File: config.mk
export PLATFORM = sky130hd
export DESIGN_NAME = use_bit_pipe
export DESIGN_NICKNAME = d
export VERILOG_FILES = /design/src/rtl/icache_pkg.sv /design/src/rtl/use_bit_policy.sv /design/src/rtl/use_bit_pipe.sv
export SDC_FILE = /design/constraint.sdc
export NUM_CORES = 1
export LEC_CHECK = 0
export CAP_MARGIN = 20
export CELL_PAD_IN_SITES_DETAIL_PLACEMENT = 1
export CELL_PAD_IN_SITES_GLOBAL_PLACEMENT = 2
export CORE_MARGIN = 2
export CORE_UTILIZATION = 31
export DETAILED_ROUTE_END_ITERATION = 6
export DONT_BUFFER_PORTS = 1
export PLACE_DENSITY_LB_ADDON = 0.1
export SKIP_LAST_GASP = 1
export SLEW_MARGIN = 20
export SYNTH_ARGS = -nofsm -noshare
export SYNTH_HDL_FRONTEND = slang
export SYNTH_SLANG_ARGS = --single-unit
export TNS_END_PERCENT = 5
File: constraint.sdc
create_clock -name i_clk -period 1.9 [get_ports i_clk]
set_input_delay 0.285 -clock i_clk [delete_from_list [all_inputs] [get_ports i_clk]]
set_output_delay 0.285 -clock i_clk [all_outputs]
set_load 0.01 [all_outputs]
File: src/rtl/icache_pkg.sv
// Shared status-array layout constants and way-field helpers for the I-cache use-bit logic.
package icache_pkg;

  localparam int unsigned SA_BITS_PER_WAY = 2;
  localparam int unsigned USE_BIT_OFS     = 1;
  localparam int unsigned VALID_BIT_OFS   = 0;

  // Widest supported status word; the helper works on a zero-extended copy.
  localparam int unsigned MAX_WAYS      = 16;
  localparam int unsigned MAX_SA_WORD_W = MAX_WAYS * SA_BITS_PER_WAY;
  localparam int unsigned WAY_IDX_W     = $clog2(MAX_WAYS);

  typedef logic [SA_BITS_PER_WAY-1:0] way_field_t;

  // Extract the {use, valid} field of one way from a status word.
  function automatic way_field_t get_way_field(
    input logic [MAX_SA_WORD_W-1:0] word,
    input logic [WAY_IDX_W-1:0]     way
  );
    return word[{way, 1'b0} +: SA_BITS_PER_WAY];
  endfunction

endpackage : icache_pkg

File: src/rtl/use_bit_policy.sv
// Combinational use-bit update and victim selection for one status-array word.
module use_bit_policy
  import icache_pkg::*;
#(
  parameter int unsigned NUM_WAYS = 4,
  localparam int unsigned SA_WORD_WIDTH = SA_BITS_PER_WAY * NUM_WAYS
) (
  input  logic [SA_WORD_WIDTH-1:0] sa_word_i,
  input  logic [NUM_WAYS-1:0]      hit_blocks_i,
  output logic [SA_WORD_WIDTH-1:0] new_word_o,
  output logic [NUM_WAYS-1:0]      victim_o
);

  logic [NUM_WAYS-1:0] valid_vec;
  logic [NUM_WAYS-1:0] eff_vec;
  logic [NUM_WAYS-1:0] merged_vec;
  logic [NUM_WAYS-1:0] new_use_vec;
  way_field_t          field;
  logic                found;

  // Split the word into per-way valid and effective-use vectors.
  always_comb begin
    valid_vec = '0;
    eff_vec   = '0;
    field     = '0;
    for (int unsigned w = 0; w < NUM_WAYS; w++) begin
      field        = get_way_field(MAX_SA_WORD_W'(sa_word_i), WAY_IDX_W'(w));
      valid_vec[w] = field[VALID_BIT_OFS];
      eff_vec[w]   = field[USE_BIT_OFS] & field[VALID_BIT_OFS];
    end
  end

  // Merge the hit into the use bits; a full set of use bits collapses to the hit way.
  always_comb begin
    merged_vec  = eff_vec | hit_blocks_i;
    new_use_vec = (&merged_vec) ? hit_blocks_i : merged_vec;
  end

  // Repack the new use bits with the original valid bits.
  always_comb begin
    new_word_o = '0;
    for (int unsigned w = 0; w < NUM_WAYS; w++) begin
      new_word_o[w*SA_BITS_PER_WAY + USE_BIT_OFS]   = new_use_vec[w];
      new_word_o[w*SA_BITS_PER_WAY + VALID_BIT_OFS] = valid_vec[w];
    end
  end

  // Victim: first invalid way, else first way without effective use, else way 0.
  always_comb begin
    victim_o = '0;
    found    = 1'b0;
    for (int unsigned w = 0; w < NUM_WAYS; w++) begin
      if (!found && !valid_vec[w]) begin
        victim_o[w] = 1'b1;
        found       = 1'b1;
      end
    end
    for (int unsigned w = 0; w < NUM_WAYS; w++) begin
      if (!found && !eff_vec[w]) begin
        victim_o[w] = 1'b1;
        found       = 1'b1;
      end
    end
    if (!found) begin
      victim_o[0] = 1'b1;
    end
  end

endmodule : use_bit_policy

File: src/rtl/use_bit_pipe.sv
// Two-stage use-bit pipeline: S0 issues the status-array read, S1 updates use
// bits on a hit or nominates a victim on a miss.
// Build option: define USE_BIT_FWD_EN to forward the previous write into S1 on a
// same-set back-to-back request instead of stalling the second request.
module use_bit_pipe
  import icache_pkg::*;
#(
  parameter int unsigned NUM_WAYS = 4,
  parameter int unsigned NUM_SETS = 64,
  localparam int unsigned SET_W = $clog2(NUM_SETS),
  localparam int unsigned SA_WORD_WIDTH = SA_BITS_PER_WAY * NUM_WAYS
) (
  input  logic                     i_clk,
  input  logic                     i_rst,
  input  logic                     i_req_valid,
  output logic                     o_req_ready,
  input  logic [SET_W-1:0]         i_req_set,
  input  logic                     i_cache_hit,
  input  logic [NUM_WAYS-1:0]      i_hit_blocks,
  output logic                     o_sa_r_en,
  output logic [SET_W-1:0]         o_sa_r_addr,
  input  logic [SA_WORD_WIDTH-1:0] i_sa_r_data,
  output logic                     o_sa_w_en,
  output logic [SET_W-1:0]         o_sa_w_addr,
  output logic [SA_WORD_WIDTH-1:0] o_sa_w_data,
  output logic [NUM_WAYS-1:0]      o_sa_w_mask,
  output logic                     o_victim_valid,
  output logic [NUM_WAYS-1:0]      o_victim_way
);

  logic                     accept_c;
  logic                     hazard_c;
  logic                     s1_write_c;
  logic                     s1_miss_c;
  logic [SA_WORD_WIDTH-1:0] s1_word_c;
  logic [SA_WORD_WIDTH-1:0] new_word_c;
  logic [NUM_WAYS-1:0]      victim_c;

  logic                     s1_valid_q, s1_valid_d;
  logic                     s1_hit_q, s1_hit_d;
  logic [SET_W-1:0]         s1_set_q, s1_set_d;
  logic [NUM_WAYS-1:0]      s1_hit_blocks_q, s1_hit_blocks_d;

  // S0 handshake and read issue; a hit in S1 to the same set is the hazard.
  always_comb begin
    hazard_c = s1_valid_q && s1_hit_q && (s1_set_q == i_req_set);
`ifdef USE_BIT_FWD_EN
    o_req_ready = !i_rst;
`else
    o_req_ready = !i_rst && !hazard_c;
`endif
    accept_c    = i_req_valid && o_req_ready;
    o_sa_r_en   = accept_c;
    o_sa_r_addr = accept_c ? i_req_set : '0;
  end

  // Capture the accepted request into S1; miss requests carry no hit ways.
  always_comb begin
    s1_valid_d      = accept_c;
    s1_hit_d        = s1_hit_q;
    s1_set_d        = s1_set_q;
    s1_hit_blocks_d = s1_hit_blocks_q;
    if (accept_c) begin
      s1_hit_d        = i_cache_hit;
      s1_set_d        = i_req_set;
      s1_hit_blocks_d = i_cache_hit ? i_hit_blocks : '0;
    end
  end

  // S1 pipeline registers.
  always_ff @(posedge i_clk) begin
    if (i_rst) begin
      s1_valid_q      <= 1'b0;
      s1_hit_q        <= 1'b0;
      s1_set_q        <= '0;
      s1_hit_blocks_q <= '0;
    end else begin
      s1_valid_q      <= s1_valid_d;
      s1_hit_q        <= s1_hit_d;
      s1_set_q        <= s1_set_d;
      s1_hit_blocks_q <= s1_hit_blocks_d;
    end
  end

`ifdef USE_BIT_FWD_EN
  logic                     fwd_valid_q, fwd_valid_d;
  logic [SA_WORD_WIDTH-1:0] fwd_data_q, fwd_data_d;

  // Remember the word being written when the same set is accepted behind it.
  always_comb begin
    fwd_valid_d = accept_c && hazard_c;
    fwd_data_d  = fwd_valid_d ? o_sa_w_data : fwd_data_q;
  end

  // Forwarding register.
  always_ff @(posedge i_clk) begin
    if (i_rst) begin
      fwd_valid_q <= 1'b0;
      fwd_data_q  <= '0;
    end else begin
      fwd_valid_q <= fwd_valid_d;
      fwd_data_q  <= fwd_data_d;
    end
  end

  // The array returns stale data on a same-cycle read/write, so prefer the forwarded word.
  assign s1_word_c = fwd_valid_q ? fwd_data_q : i_sa_r_data;
`else
  assign s1_word_c = i_sa_r_data;
`endif

  use_bit_policy #(
    .NUM_WAYS (NUM_WAYS)
  ) u_policy (
    .sa_word_i    (s1_word_c),
    .hit_blocks_i (s1_hit_blocks_q),
    .new_word_o   (new_word_c),
    .victim_o     (victim_c)
  );

  // S1 results: write-back on a hit, victim on a miss, everything quiet in reset.
  always_comb begin
    s1_write_c     = !i_rst && s1_valid_q && s1_hit_q;
    s1_miss_c      = !i_rst && s1_valid_q && !s1_hit_q;
    o_sa_w_en      = s1_write_c;
    o_sa_w_addr    = s1_write_c ? s1_set_q : '0;
    o_sa_w_data    = s1_write_c ? new_word_c : '0;
    o_sa_w_mask    = s1_write_c ? {NUM_WAYS{1'b1}} : '0;
    o_victim_valid = s1_miss_c;
    o_victim_way   = s1_miss_c ? victim_c : '0;
  end

endmodule : use_bit_pipe
==> results of run 1 <==
## timing repair
item,CTS,global route
hold buffers,0,0
pin swaps,3,3
resized for setup,1,15
buffers inserted,0,1
cloned,0,1
endpoints found under the setup margin,8,10
## layout by cell type (no fill, tap or decap)
master,instances
buf_4,6
nand4_1,1
o311a_4,1
mux2_4,1
and2_4,1
clkbuf_4,3
a21oi_1,5
nand3_1,3
nand2_2,1
o21a_1,1
nor3b_1,1
nor2b_1,4
a22o_1,2
nand2b_1,1
nand3_2,2
mux2i_1,8
o21ai_0,1
nand4b_1,2
o311a_2,2
nor2_1,8
dfxtp_1,6
and3_1,1
xnor2_1,2
xnor2_2,4
o31ai_4,1
or4_4,1
nor3_1,2
a31oi_1,4
o31a_2,1
clkbuf_8,1
inv_1,3
dfxtp_2,6
nand2_1,10
and2_1,15
a31oi_2,1
## power by group through the flow
| stage | logic, mW | registers (mW) | clock network, mW |
|---|---|---|---|
| 6_report | 0.112 | 0.280 | 0.201 |
| 5_1_grt | 0.123 | 0.282 | 0.227 |
| 4_1_cts | 0.0991 | 0.276 | 0.212 |
| 3_5_place_dp | 0.0969 | 0.282 | 0 |
| 3_3_place_gp | 0.0951 | 0.281 | 0 |
| 2_1_floorplan | 0.0876 | 0.279 | 0 |
## flip-flops by register name, indices dropped and copies added (netlist names)
| register | cells |
|---|---|
| s1_hit_q | 1 |
| s1_set_q | 6 |
| s1_hit_blocks_q | 4 |
| s1_valid_q | 1 |
## cells by family (layout without fill, tap and decap cells)
logic type / Yosys count / count (layout) / synth area share [%]
and+or+nand+nor: 53 / 53 / 33.0
DFF: 12 / 12 / 27.5
AOI/OAI and AO/OA: 18 / 19 / 16.0
xor gates and xnor gates: 6 / 6 / 6.01
buffers and inverters: 11 / 13 / 6.58
muxes: 9 / 9 / 10.9
## critical path: stages, from the launching register on
cell and delay (ns):
dfxtp_2 0.34, xnor2_2 0.14, nand3_2 0.13, o311a_4 0.45, and2_1 0.21
## how the worst max path moves through the flow
stage          cells past startpoint              to          startpoint
2_1_floorplan                      6  o_sa_w_addr[0]               i_rst
3_3_place_gp                       4  o_sa_r_addr[5]         s1_set_q[2]
3_5_place_dp                       4  o_sa_r_addr[5]         s1_set_q[2]
4_1_cts                            4  o_sa_r_addr[5]         s1_set_q[3]
5_1_grt                            4  o_sa_w_data[7]  s1_hit_blocks_q[0]
6_report                           4  o_sa_r_addr[2]         s1_set_q[1]
## area by class of cell
class,instances,area share [%]
sequential,12,24.1
multi-input combinational,87,63.0
timing repair buffer,6,4.39
clock buffer,4,3.54
tap,31,3.78
inverter,3,1.10
## layer usage
layer | global-route usage, % | routed length [µm] | up-vias
met3 | 4.99 | 197 | 4
met5 | 0 | 0 | -
li1 | - | - | 385
met2 | 24.0 | 1110 | 36
met4 | 5.32 | 25 | 0
met1 | 17.6 | 1040 | 389
==> metrics.cfg, run 1 <==
[cts]
clockBufferDepth=2
clk_latency_ns=0.27
cts_tree=yes
clock-root-buffer=clkbuf_4
numClockSinks=12
clkTransAtPathRegs_ns=0.07
numCtsBuffers=3
cts_max_level=1

[drt]
drt-initial-drc-count=50
routed_wl_mm=2.38
via_per_inst=5.69
via_count=814
wire_per_inst_um=16.6
drc_errors=0
dr.pass1.iters=3
ant_nets=0

[global_route]
grt_pass1_vias=794
grt-ovfl-total=0
antenna_found_initial=0
grt_usage_pct=14.6
grt_pass1_wl_mm=3.65
grt_max_degree=12

[floorplan]
initial_core_util_pct=32.3
core_area_mm2=0.00271
io_pins=54
die-area_mm2=0.00326
rows=19
fp.dieW_um=57.1
die_h_um=57.1

[sta]
max_freq_mhz=551
hold_violations=0
rsz0062_at_grt=true
tightest_slew_ns=0.351
fin_skew_ns=0.00245
fin_ws_ns=0.0854
slew-limit-headroom_pct=76.4
finalCritPeriodShare_pct=95.5
timing.hold.ws_ns=0.0658
final_max_slew_viol_count=0
totalNegativeSetupSlack_ns=0
fin_crit_ns=1.81
setup_viol=0

[min_path]
min_from=i_rst
hp-class=primary input to flop
hold_path_depth=1
hold_end=s1_set_q[3]

[yosys]
synth_top_area_share_pct=27.5
synthTopCellsByCount=15 x and2_1, 12 x dfxtp_1, 11 x nand2_1
yosysMostFrequentCell=and2_1
synth_area_um2=875
synth_ff_type=dfxtp_1
syn_area_per_cell_um2=8.02
yosysSeqAreaShare_pct=27.5
synth_cells=109
async_flop_share_pct=0
postSynthNetCount=131
yosys-top-cells-area=dfxtp_1 27%, and2_1 11%, mux2i_1 9.2%, xnor2_1 6.0%, nand2_1 4.7%
ys_warn_count=0
synth_edf_count=0
ys_types=30
synth-seq-cells=12
synth_largest_area_cell=dfxtp_1

[critical_path]
regToRegEndpoint=s1_hit_blocks_q[1]
cp.required_ns=1.62
rrSetupSlack_ns=0.36
reg2reg_from=s1_set_q[2]
start_kind=flop
cp_data_arrival_time_ns=1.53
cp-end-kind=primary output
worstSetupPathType=flop to primary output
cp_max_fo=6
r2r_cells=6

[final_layout]
num-fill-cells=336
antenna_cells=0
finalNetCount=135
drive_gt1_share_pct=28.6
fin_util_pct=37.9
fin_area_mm2=0.00103
syn_to_final_growth_pct=17.3
seq_area_um2=248
multi_input_area_um2=647
finalNonFillerCells=143

[power]
p_per_area_mw_per_mm2=578
ir_worst_vdd_uv=303
clockPowerShare_pct=33.9
p_int_mw=0.442
total_power_mw=0.593
p_sw_share_pct=25.5
power_frac_comb_pct=19.0
power.switching_mw=0.151
leakagePower_nw=0.395
seqPwrFrac_pct=47.2

[outcome]
status=complete, no violations

[placement]
io_buffers=0
place_congestion=0.709
detailedPlace.worstSlack_ns=0.162
hpwl_mm=1.75
placedCellCount=137
dpl-instance-area_um2=905

[run]
maxCapViolCount=0

Power figures use the tool's default switching activity.
==> run 2, diff against run 1 <==
- SETUP_SLACK_MARGIN: not set -> 0.5
==> metrics.cfg, run 2 (synthesis results as in run 1) <==
[final_layout]
largest_reg_flops=6  ; unchanged
drive_gt1_share_pct=36.6  ; +8.0 points
finalNetCount=135  ; unchanged
top_regs=s1_set_q x6, s1_hit_blocks_q x4
antenna_cells=0  ; unchanged
layout_common_cells=10 x nand2_1, 10 x and2_1, 8 x mux2i_1
fin_area_mm2=0.00106  ; +3.5%
regMostFlops=s1_set_q
fin_util_pct=39.2  ; +1.3 points
finalNonFillerCells=143  ; unchanged
syn_to_final_growth_pct=21.5
num-fill-cells=324  ; -3.6%

[global_route]
grt_max_degree=12  ; unchanged
grt-ovfl-total=0  ; unchanged
grt_pass1_vias=883  ; +11%
grt_usage_pct=17.2  ; +2.6 points
grt_pass1_wl_mm=4.39  ; +20%
antenna_found_initial=0  ; unchanged

[sta]
tightest_slew_ns=0.380  ; +0.0281 ns
totalNegativeSetupSlack_ns=0  ; unchanged
hold_violations=0  ; unchanged
rsz0062_at_grt=true
max_freq_mhz=550  ; -0.22%
fin_crit_ns=1.82  ; +0.00403 ns
slew-limit-headroom_pct=74.6  ; -1.8 points
finalCritPeriodShare_pct=95.7  ; +0.21 points
fin_skew_ns=0.00999  ; +0.00754 ns
setup_viol=0  ; unchanged
final_max_slew_viol_count=0  ; unchanged

[drt]
dr.pass1.iters=3  ; unchanged
via_per_inst=5.76  ; +1.2%
ant_nets=0  ; unchanged
routed_wl_mm=2.56  ; +7.6%
via_count=824  ; +1.2%
drc_errors=0  ; unchanged
drt-initial-drc-count=33  ; -34%
wire_per_inst_um=17.9  ; +7.6%

[floorplan]
initial_core_util_pct=32.3  ; unchanged
io_pins=54  ; unchanged
core_area_mm2=0.00271  ; unchanged
die_h_um=57.1  ; unchanged
fp.dieW_um=57.1  ; unchanged
rows=19  ; unchanged
die-area_mm2=0.00326  ; unchanged

[cts]
clockBufferDepth=2  ; unchanged
clk_latency_ns=0.27  ; about the same
cts_max_level=1  ; unchanged
numCtsBuffers=3  ; unchanged
numClockSinks=12  ; unchanged
clkTransAtPathRegs_ns=0.08  ; about the same
clock-root-buffer=clkbuf_4
cts_tree=yes
cts_hold_buffers=0  ; unchanged

[min_path]
hp-class=primary input to flop

[critical_path]
cp_max_fo=4  ; -2
start_kind=flop
cp-end-kind=primary output
cp.required_ns=1.62  ; about the same
cp_data_arrival_time_ns=1.53  ; about the same
worstSetupPathType=flop to primary output

[outcome]
status=complete, no violations

[power]
ir_worst_vdd_uv=478  ; +58%
leakagePower_nw=0.406  ; +2.8%
p_per_area_mw_per_mm2=571  ; -1.2%

[placement]
placedCellCount=134  ; -2.2%
dpl-instance-area_um2=928  ; +2.6%
io_buffers=0  ; unchanged
hpwl_mm=1.81  ; +3.6%
place_congestion=0.715  ; +0.96%

[run]
maxCapViolCount=0  ; unchanged

-- run 2: power by group --
group / internal, mW / switching [mW]
clock network: 0.116 / 0.0874
registers: 0.265 / 0.0140
logic: 0.0667 / 0.0569
total: 0.449 / 0.158
-- run 2: path summary, 6_finish.rpt --
| path | to | cells past startpoint | slack (ns) | startpoint |
|---|---|---|---|---|
| min | s1_set_q[2] | 1 | 0.06 | i_rst |
| max | o_sa_r_addr[2] | 4 | 0.08 | s1_set_q[2] |
| min reg2reg | s1_hit_blocks_q[3] | 2 | 0.48 | s1_hit_blocks_q[3] |
| max reg2reg | s1_hit_blocks_q[1] | 6 | 0.34 | s1_set_q[2] |
-- run 2: routing by layer --
metal  vias to the layer above  track usage (%)  wire [µm]  part of all wire (%)
li1                        388                -          -                     -
met1                       400             22.9       1110                    43
met2                        34             28.6       1260                    49
met3                         2             3.63        173                   6.8
met4                         0             3.99         17                  0.66
met5                         -                0          0                     0
-- run 2: critical path, stage by stage, from the launching register on --
cell,delay (ns)
dfxtp_2,0.34
xnor2_2,0.15
nand3_2,0.14
o311a_2,0.46
and2_4,0.16
-- run 2: stage by stage --
step | total power, mW | hold WS, ns | worst slack, ns
floorplan | 0.378 | 0.418 | 0.411
detailed placement | 0.386 | 0.354 | 0.326
finish | 0.607 | 0.0638 | 0.0814
global route | 0.646 | 0.0473 | 0.0114
CTS | 0.616 | 0.0520 | 0.0837
global placement | 0.383 | 0.354 | 0.346
-- run 2: layout make-up --
type	count	area (µm²)	share of cell area (%)
multi-input cells	87	681	64.1
flip-flops and latches	12	250	23.6
repair buffers	6	45.0	4.24
well taps	31	38.8	3.65
clock buffers	4	36.3	3.42
inverters	3	11.3	1.06
-- run 2: repair_timing --
action | in CTS | in global routing
endpoints found under the hold margin | 0 | 0
setup endpoints to repair | 38 | 38
gates resized for setup | 14 | 0
cloned | 1 | 0
pin swaps | 6 | 0
setup buffers | 4 | 0
